===== config.mk =====
export PLATFORM = sky130hd
export DESIGN_NAME = counter_run_ctrl
export DESIGN_NICKNAME = d
export VERILOG_FILES = /design/src/rtl/counter_run_ctrl.sv
export SDC_FILE = /design/constraint.sdc
export NUM_CORES = 1
export LEC_CHECK = 0
export CAP_MARGIN = 10
export CORE_MARGIN = 5
export CORE_UTILIZATION = 58
export DETAILED_ROUTE_END_ITERATION = 7
export PLACE_DENSITY = 0.8
export SYNTH_ARGS = -nofsm -noshare
export SYNTH_HDL_FRONTEND = slang
export SYNTH_SLANG_ARGS = --single-unit

===== constraint.sdc =====
create_clock -name clk -period 3.13 [get_ports clk]
set_input_delay 0.313 -clock clk [delete_from_list [all_inputs] [get_ports clk]]
set_output_delay 0.313 -clock clk [all_outputs]
set_load 0.01 [all_outputs]

===== src/rtl/counter_run_ctrl.sv =====
// Run/stop/clear controller for the 0..COUNT_MAX display counter.
// A divider paces count ticks while running; the FSM is steered by one-cycle button pulses.
module counter_run_ctrl #(
  parameter int TICK_DIV  = 10_000_000,
  parameter int COUNT_MAX = 9_999,
  parameter int CNT_W     = 14
) (
  input  logic             clk,
  input  logic             reset,
  input  logic             btn_run_stop,
  input  logic             btn_clear,
  input  logic             sw_mode,
  output logic [CNT_W-1:0] count_data,
  output logic             o_tick,
  output logic             o_run,
  output logic [1:0]       o_state
);

  localparam int DIV_W = $clog2(TICK_DIV);
  localparam logic [DIV_W-1:0] DIV_LAST = DIV_W'(TICK_DIV - 1);
  localparam logic [CNT_W-1:0] CNT_LAST = CNT_W'(COUNT_MAX);

  typedef enum logic [1:0] {
    ST_STOP  = 2'b00,
    ST_RUN   = 2'b01,
    ST_CLEAR = 2'b10
  } state_t;

  state_t           state_reg, state_next;
  logic [DIV_W-1:0] divider_reg, divider_next;
  logic [CNT_W-1:0] count_reg, count_next;
  logic             tick_reg, tick_next;
  logic             run_reg;

  always_ff @(posedge clk or posedge reset) begin
    if (reset) begin
      state_reg   <= ST_STOP;
      divider_reg <= '0;
      count_reg   <= '0;
      tick_reg    <= 1'b0;
      run_reg     <= 1'b0;
    end else begin
      state_reg   <= state_next;
      divider_reg <= divider_next;
      count_reg   <= count_next;
      tick_reg    <= tick_next;
      run_reg     <= (state_next == ST_RUN);
    end
  end

  always_comb begin
    state_next   = state_reg;
    divider_next = divider_reg;
    count_next   = count_reg;
    tick_next    = 1'b0;
    case (state_reg)
      ST_STOP: begin
        if (btn_clear) begin
          state_next = ST_CLEAR;
        end else if (btn_run_stop) begin
          state_next = ST_RUN;
        end
      end
      ST_RUN: begin
        // A stop pulse coinciding with a wrap still applies that tick.
        if (btn_run_stop) begin
          state_next = ST_STOP;
        end
        if (divider_reg == DIV_LAST) begin
          divider_next = '0;
          tick_next    = 1'b1;
          if (sw_mode) begin
            count_next = (count_reg == '0) ? CNT_LAST : count_reg - 1'b1;
          end else begin
            count_next = (count_reg == CNT_LAST) ? '0 : count_reg + 1'b1;
          end
        end else begin
          divider_next = divider_reg + 1'b1;
        end
      end
      ST_CLEAR: begin
        state_next   = ST_STOP;
        divider_next = '0;
        count_next   = '0;
      end
      default: begin
        state_next = ST_STOP;
      end
    endcase
  end

  assign count_data = count_reg;
  assign o_tick     = tick_reg;
  assign o_run      = run_reg;
  assign o_state    = state_reg;

endmodule


==> impl_metrics.yaml, run 1 <==
status:
  status: "finished clean"
layout:
  n_antenna_cell: 0
  design_area_um2: 3090
  utilization_pct: 66.3
  layout.cells.non_filler: 377
  nNetsFinal: 333
  fill_cells: 402
  largest_reg_flops: 24
  area_growth_pct: 12.5
  drive_above_1_share_pct: 7.12
drt:
  num_vias: 2316
  wl_um: 5810
  ant_nets: 0
  via_per_inst: 6.14
  drt-pass1-iter-count: 4
  wl_per_cell_um: 15.4
  drtIter0Drc: 104
  drc: 0
power:
  vdd_ir_drop_max_uv: 329
  p_leak_nw: 1.29
  power_mw: 1.42
  power_density_nw_per_um2: 460
synthesis:
  synth_top_family_by_area: "simple AND/OR/NAND/NOR gates"
  synth-compound-area-share_pct: 16.0
  post_synth_and_or_nand_nor_area_fraction_pct: 28.3
  synth_ff_type: "dfrtp_1"
  synth_top_area_share_pct: 38.3
  seq_area_frac_synth_pct: 38.3
  synthXorXnorAreaFrac_pct: 6.69
  syn-cell-area_um2: 2750
  synth.area.top_cells: "dfrtp_1, xnor2_1, nor2_1"
  synth-edff-count: 0
  yosysTopAreaCell: "dfrtp_1"
  yosysMostFrequentCell: "dfrtp_1"
  synthAdderAreaFrac_pct: 2.73
  ys_async_sr_fraction_pct: 100
  syn_inst: 307
  synth_warnings: 0
  synth.net_count: 318
  postSynthAreaPerCell_um2: 8.95
  ys_ff_latch: 42
  yosys-top-cells-count: "dfrtp_1, nor2_1, xnor2_1"
  synthMuxAreaShare_pct: 2.60
  synthDistinctLibCells: 60
die:
  initial_core_util_pct: 59.0
  die_h_um: 78.8
  fp-row-count: 25
  fp.coreArea_um2: 4660
  die_x_um: 78.8
  io_pins: 23
  die-area_um2: 6210
critical_path:
  crit_end: "divider_reg[23]"
  regToRegSetupSlack_ns: 0.64
  arrival_ns: 2.64
  crit_fanout: 11
  criticalPathCategory: "register to register"
  crit_required_ns: 3.28
  timing.rr.end: "divider_reg[23]"
  r2r_cells: 7
  startpoint_type: "register"
  reg2reg_from: "o_state[1]"
  crit_start: "o_state[1]"
  end_kind: "register"
timing:
  finClkSkew_ns: 0.0105
  slew_headroom_pct: 57.6
  max_freq_mhz: 402
  slew_viol_final: 0
  fin_crit_sh_pct: 79.6
  setup_slack_ns: 0.639
  hold-worst-slack_ns: 0.444
  hold_viol: 0
  tightest_slew_ns: 0.635
  period_minus_slack_ns: 2.49
  tns_ns: 0
  grt_setup_unrepaired: "no"
  setup_violations: 0
global_route:
  grt_start_max_net_pins: 43
  grt_pass1_wl_um: 10100
  grt_use_total_pct: 20.2
  antenna_found_initial: 0
  grt_pass1_vias: 2184
  grt-ovfl-total: 0
placement:
  gp_congestion: 0.925
  portBuffers: 22
  pre_cts_ws_ns: 0.627
  dpl.cell_count: 369
  dpl_cell_area_um2: 2980
  place_hpwl_um: 4170
clock_tree:
  cts_buffer_depth: 2
  clk_pin_slew_ns: 0.08
  cts_resized: 0
  cts_max_level: 2
  clock_sinks: 42
  postCtsSetupBuffers: 0
  insertion_delay_ns: 0.29
  cts_hold_buf: 0
  cts_made_buffers: 5
  cts_tree: "done"
  root_buffer: "clkbuf_8"
hold_path:
  min_path_type: "input port to async pin"
flow_run:
  drv_cap: 0
## worst max-delay path, cell delays in order (launching register included)
cell	delay [ns]
dfrtp_1	0.38
inv_1	0.09
ha_1	0.43
nand2_1	0.14
or4b_1	0.69
nor4_1	0.40
xnor2_1	0.16
nor2_1	0.05
## layout make-up
cell class / instances / area [µm²] / share of cell area, %
clock inverters: 3 / 40.0 / 1.30
clock buffers: 5 / 68.8 / 2.23
flip-flops and latches: 42 / 1050 / 34.0
well taps: 54 / 67.6 / 2.19
repair buffers: 26 / 250 / 8.10
multi-input cells: 230 / 1550 / 50.1
inverters: 17 / 63.8 / 2.06
## worst min path at each step
| stage | to | slack [ns] | cells after the start |
|---|---|---|---|
| after global placement | divider_reg[0] | 0.50 | 1 |
| after global routing | count_data[8] | 0.51 | 3 |
| after detailed placement | divider_reg[0] | 0.53 | 1 |
| after floorplan | o_state[1] | 0.43 | 1 |
| final | count_data[4] | 0.44 | 3 |
| after CTS | count_data[7] | 0.46 | 3 |
## report_power, final
part	internal, mW	switching, mW	leakage, nW
Combinational	0.149	0.222	0.652
Clock	0.235	0.184	0.0579
Sequential	0.587	0.0437	0.577
Total	0.971	0.450	1.29
## cells by family after synthesis
logic type,Yosys count
xor+xnor,21
compound gates,58
flops,42
buf+inv,35
fa+ha+maj,6
simple gates,138
mux,7
## cell usage in the layout (no fill, tap or decap), drive strengths merged, types with 8 or more instances in the layout
master	instances
nand2	15
nor3	12
inv	17
nand3	16
xnor2	18
and3	8
nor2	33
dfrtp	42
clkdlybuf4s50	22
o21ai	11
nand4	11
## per-layer routing
layer | track usage, % | routed length (µm)
met2 | 35.5 | 2920
met5 | 0 | 0
met1 | 25.2 | 2600
met4 | 6.19 | 73
met3 | 3.74 | 211
Note: power is estimated with default switching activity, not from simulation.
==> run 2: changes to the inputs <==
CORE_UTILIZATION = 53   (was 58)
PLACE_DENSITY = 0.77   (was 0.8)
clock period = 2.2 ns   (was 3.13 ns; I/O delays follow)
==> run 2 against run 1 <==
  * Clock skew is 0.0032 ns higher
  * Routed wire length is 17% higher
  * Sequential share of layout area is 3.9 points lower
  * Highest routed layer unchanged
  * Largest cell class unchanged
  * Sequential power is 41% higher
  * Largest power group unchanged
  * Fmax is 15% higher
  * Critical path depth is 2 lower
  * Die area is 8.2% higher
  * Clock power is 24% higher
  * Total power is 48% higher
  * Global-route usage is 1.4 points higher
==> impl_metrics.yaml, run 2 (synthesis results as in run 1) <==
power:
  power_mw: 2.10
  vdd_ir_drop_max_uv: 417
  p_leak_nw: 1.52
  power_density_nw_per_um2: 600
timing:
  period_minus_slack_ns: 2.17
  hold_viol: 0
  hold-worst-slack_ns: 0.280
  finClkSkew_ns: 0.0137
  tightest_slew_ns: 0.504
  tns_ns: 0
  fin_crit_sh_pct: 98.9
  slew_viol_final: 0
  slew_headroom_pct: 65.9
  setup_slack_ns: 0.0253
  max_freq_mhz: 460
  setup_violations: 0
  grt_setup_unrepaired: "yes"
critical_path:
  startpoint_type: "register"
  arrival_ns: 2.35
  crit_required_ns: 2.38
  r2r_cells: 5
  criticalPathCategory: "register to register"
  crit_fanout: 5
  reg2reg_from: "count_data[4]"
  end_kind: "register"
  timing.rr.end: "count_data[13]"
  regToRegSetupSlack_ns: 0.03
clock_tree:
  cts_hold_buf: 0
  clk_pin_slew_ns: 0.09
  clock_sinks: 42
  cts_buffer_depth: 2
  cts_made_buffers: 5
  root_buffer: "clkbuf_8"
  insertion_delay_ns: 0.30
  cts_max_level: 2
  cts_tree: "done"
die:
  fp.coreArea_um2: 5070
  die_x_um: 82
  io_pins: 23
  initial_core_util_pct: 54.1
  die_h_um: 82
  die-area_um2: 6720
  fp-row-count: 26
layout:
  nNetsFinal: 371
  utilization_pct: 68.9
  layout.cells.non_filler: 431
  fill_cells: 394
  largest_reg_flops: 24
  drive_above_1_share_pct: 21.9
  n_antenna_cell: 0
  area_growth_pct: 27.2
  design_area_um2: 3490
  final_cell_mix: "dfrtp_1, buf_4, nor2_1, clkdlybuf4s50_1, xnor2_1"
drt:
  drt-pass1-iter-count: 4
  via_per_inst: 5.91
  drc: 0
  wl_per_cell_um: 15.8
  drtIter0Drc: 188
  wl_um: 6800
  ant_nets: 0
  num_vias: 2549
global_route:
  grt_use_total_pct: 21.6
  grt_pass1_vias: 2494
  grt_start_max_net_pins: 43
  antenna_found_initial: 0
  grt_pass1_wl_um: 11400
  grt-ovfl-total: 0
placement:
  dpl.cell_count: 418
  portBuffers: 22
  gp_congestion: 0.918
  pre_cts_ws_ns: -0.00508
  place_hpwl_um: 4880
  dpl_cell_area_um2: 3270
hold_path:
  min_path_type: "input port to async pin"
status:
  status: "finished clean"
flow_run:
  drv_cap: 0
==> run 2: changes by cell type in the layout (fill, tap and decap cells not counted), moves of 3 or more <==
| cell | delta |
|---|---|
| or4_4 | +3 |
| nor3_2 | +3 |
| nor3_1 | -4 |
| buf_4 | +36 |
| or4_1 | -3 |
==> run 2: final cells by class <==
type / count / area, µm² / share of cell area (%)
Clock inverter: 1 / 5.00 / 0.143
Inverter: 17 / 63.8 / 1.83
Sequential cell: 42 / 1050 / 30.1
Timing Repair Buffer: 64 / 552 / 15.8
Tap cell: 70 / 87.6 / 2.51
Clock buffer: 7 / 86.3 / 2.47
Multi-Input combinational cell: 230 / 1650 / 47.1
==> run 2: routing by layer <==
| layer | part of all wire [%] | GRT usage [%] | vias to the layer above |
|---|---|---|---|
| met3 | 4.8 | 3.18 | 11 |
| met5 | 0 | 0 | - |
| li1 | - | - | 1224 |
| met2 | 53 | 37.9 | 75 |
| met1 | 41 | 26.7 | 1239 |
| met4 | 1.8 | 8.31 | 0 |
==> run 2: timing repair <==
item	in CTS	in global routing
endpoints found under the setup margin	3	30
buffers inserted	0	5
resized for setup	1	21
gates cloned	0	0
pin swaps	1	7
==> run 2: critical path: stages, from the launching register on <==
cell      delay, ns
dfrtp_1        0.39
or4_4          0.58
or4_4          0.54
and2_4         0.18
o311ai_2       0.28
nand2_1        0.09
==> run 2: worst max path at each step <==
stage | cells past startpoint | startpoint | end
2_1_floorplan | 6 | count_data[6] | count_data[6]
3_3_place_gp | 7 | count_data[0] | count_data[5]
3_5_place_dp | 7 | count_data[0] | count_data[6]
4_1_cts | 7 | count_data[0] | count_data[6]
5_1_grt | 5 | count_data[4] | count_data[6]
6_report | 5 | count_data[4] | count_data[13]
==> run 2: report_power, final <==
part | internal (mW) | switching (mW) | leakage (nW)
combinational | 0.325 | 0.365 | 0.894
clock | 0.254 | 0.265 | 0.0482
sequential | 0.835 | 0.0539 | 0.573
total | 1.41 | 0.684 | 1.52
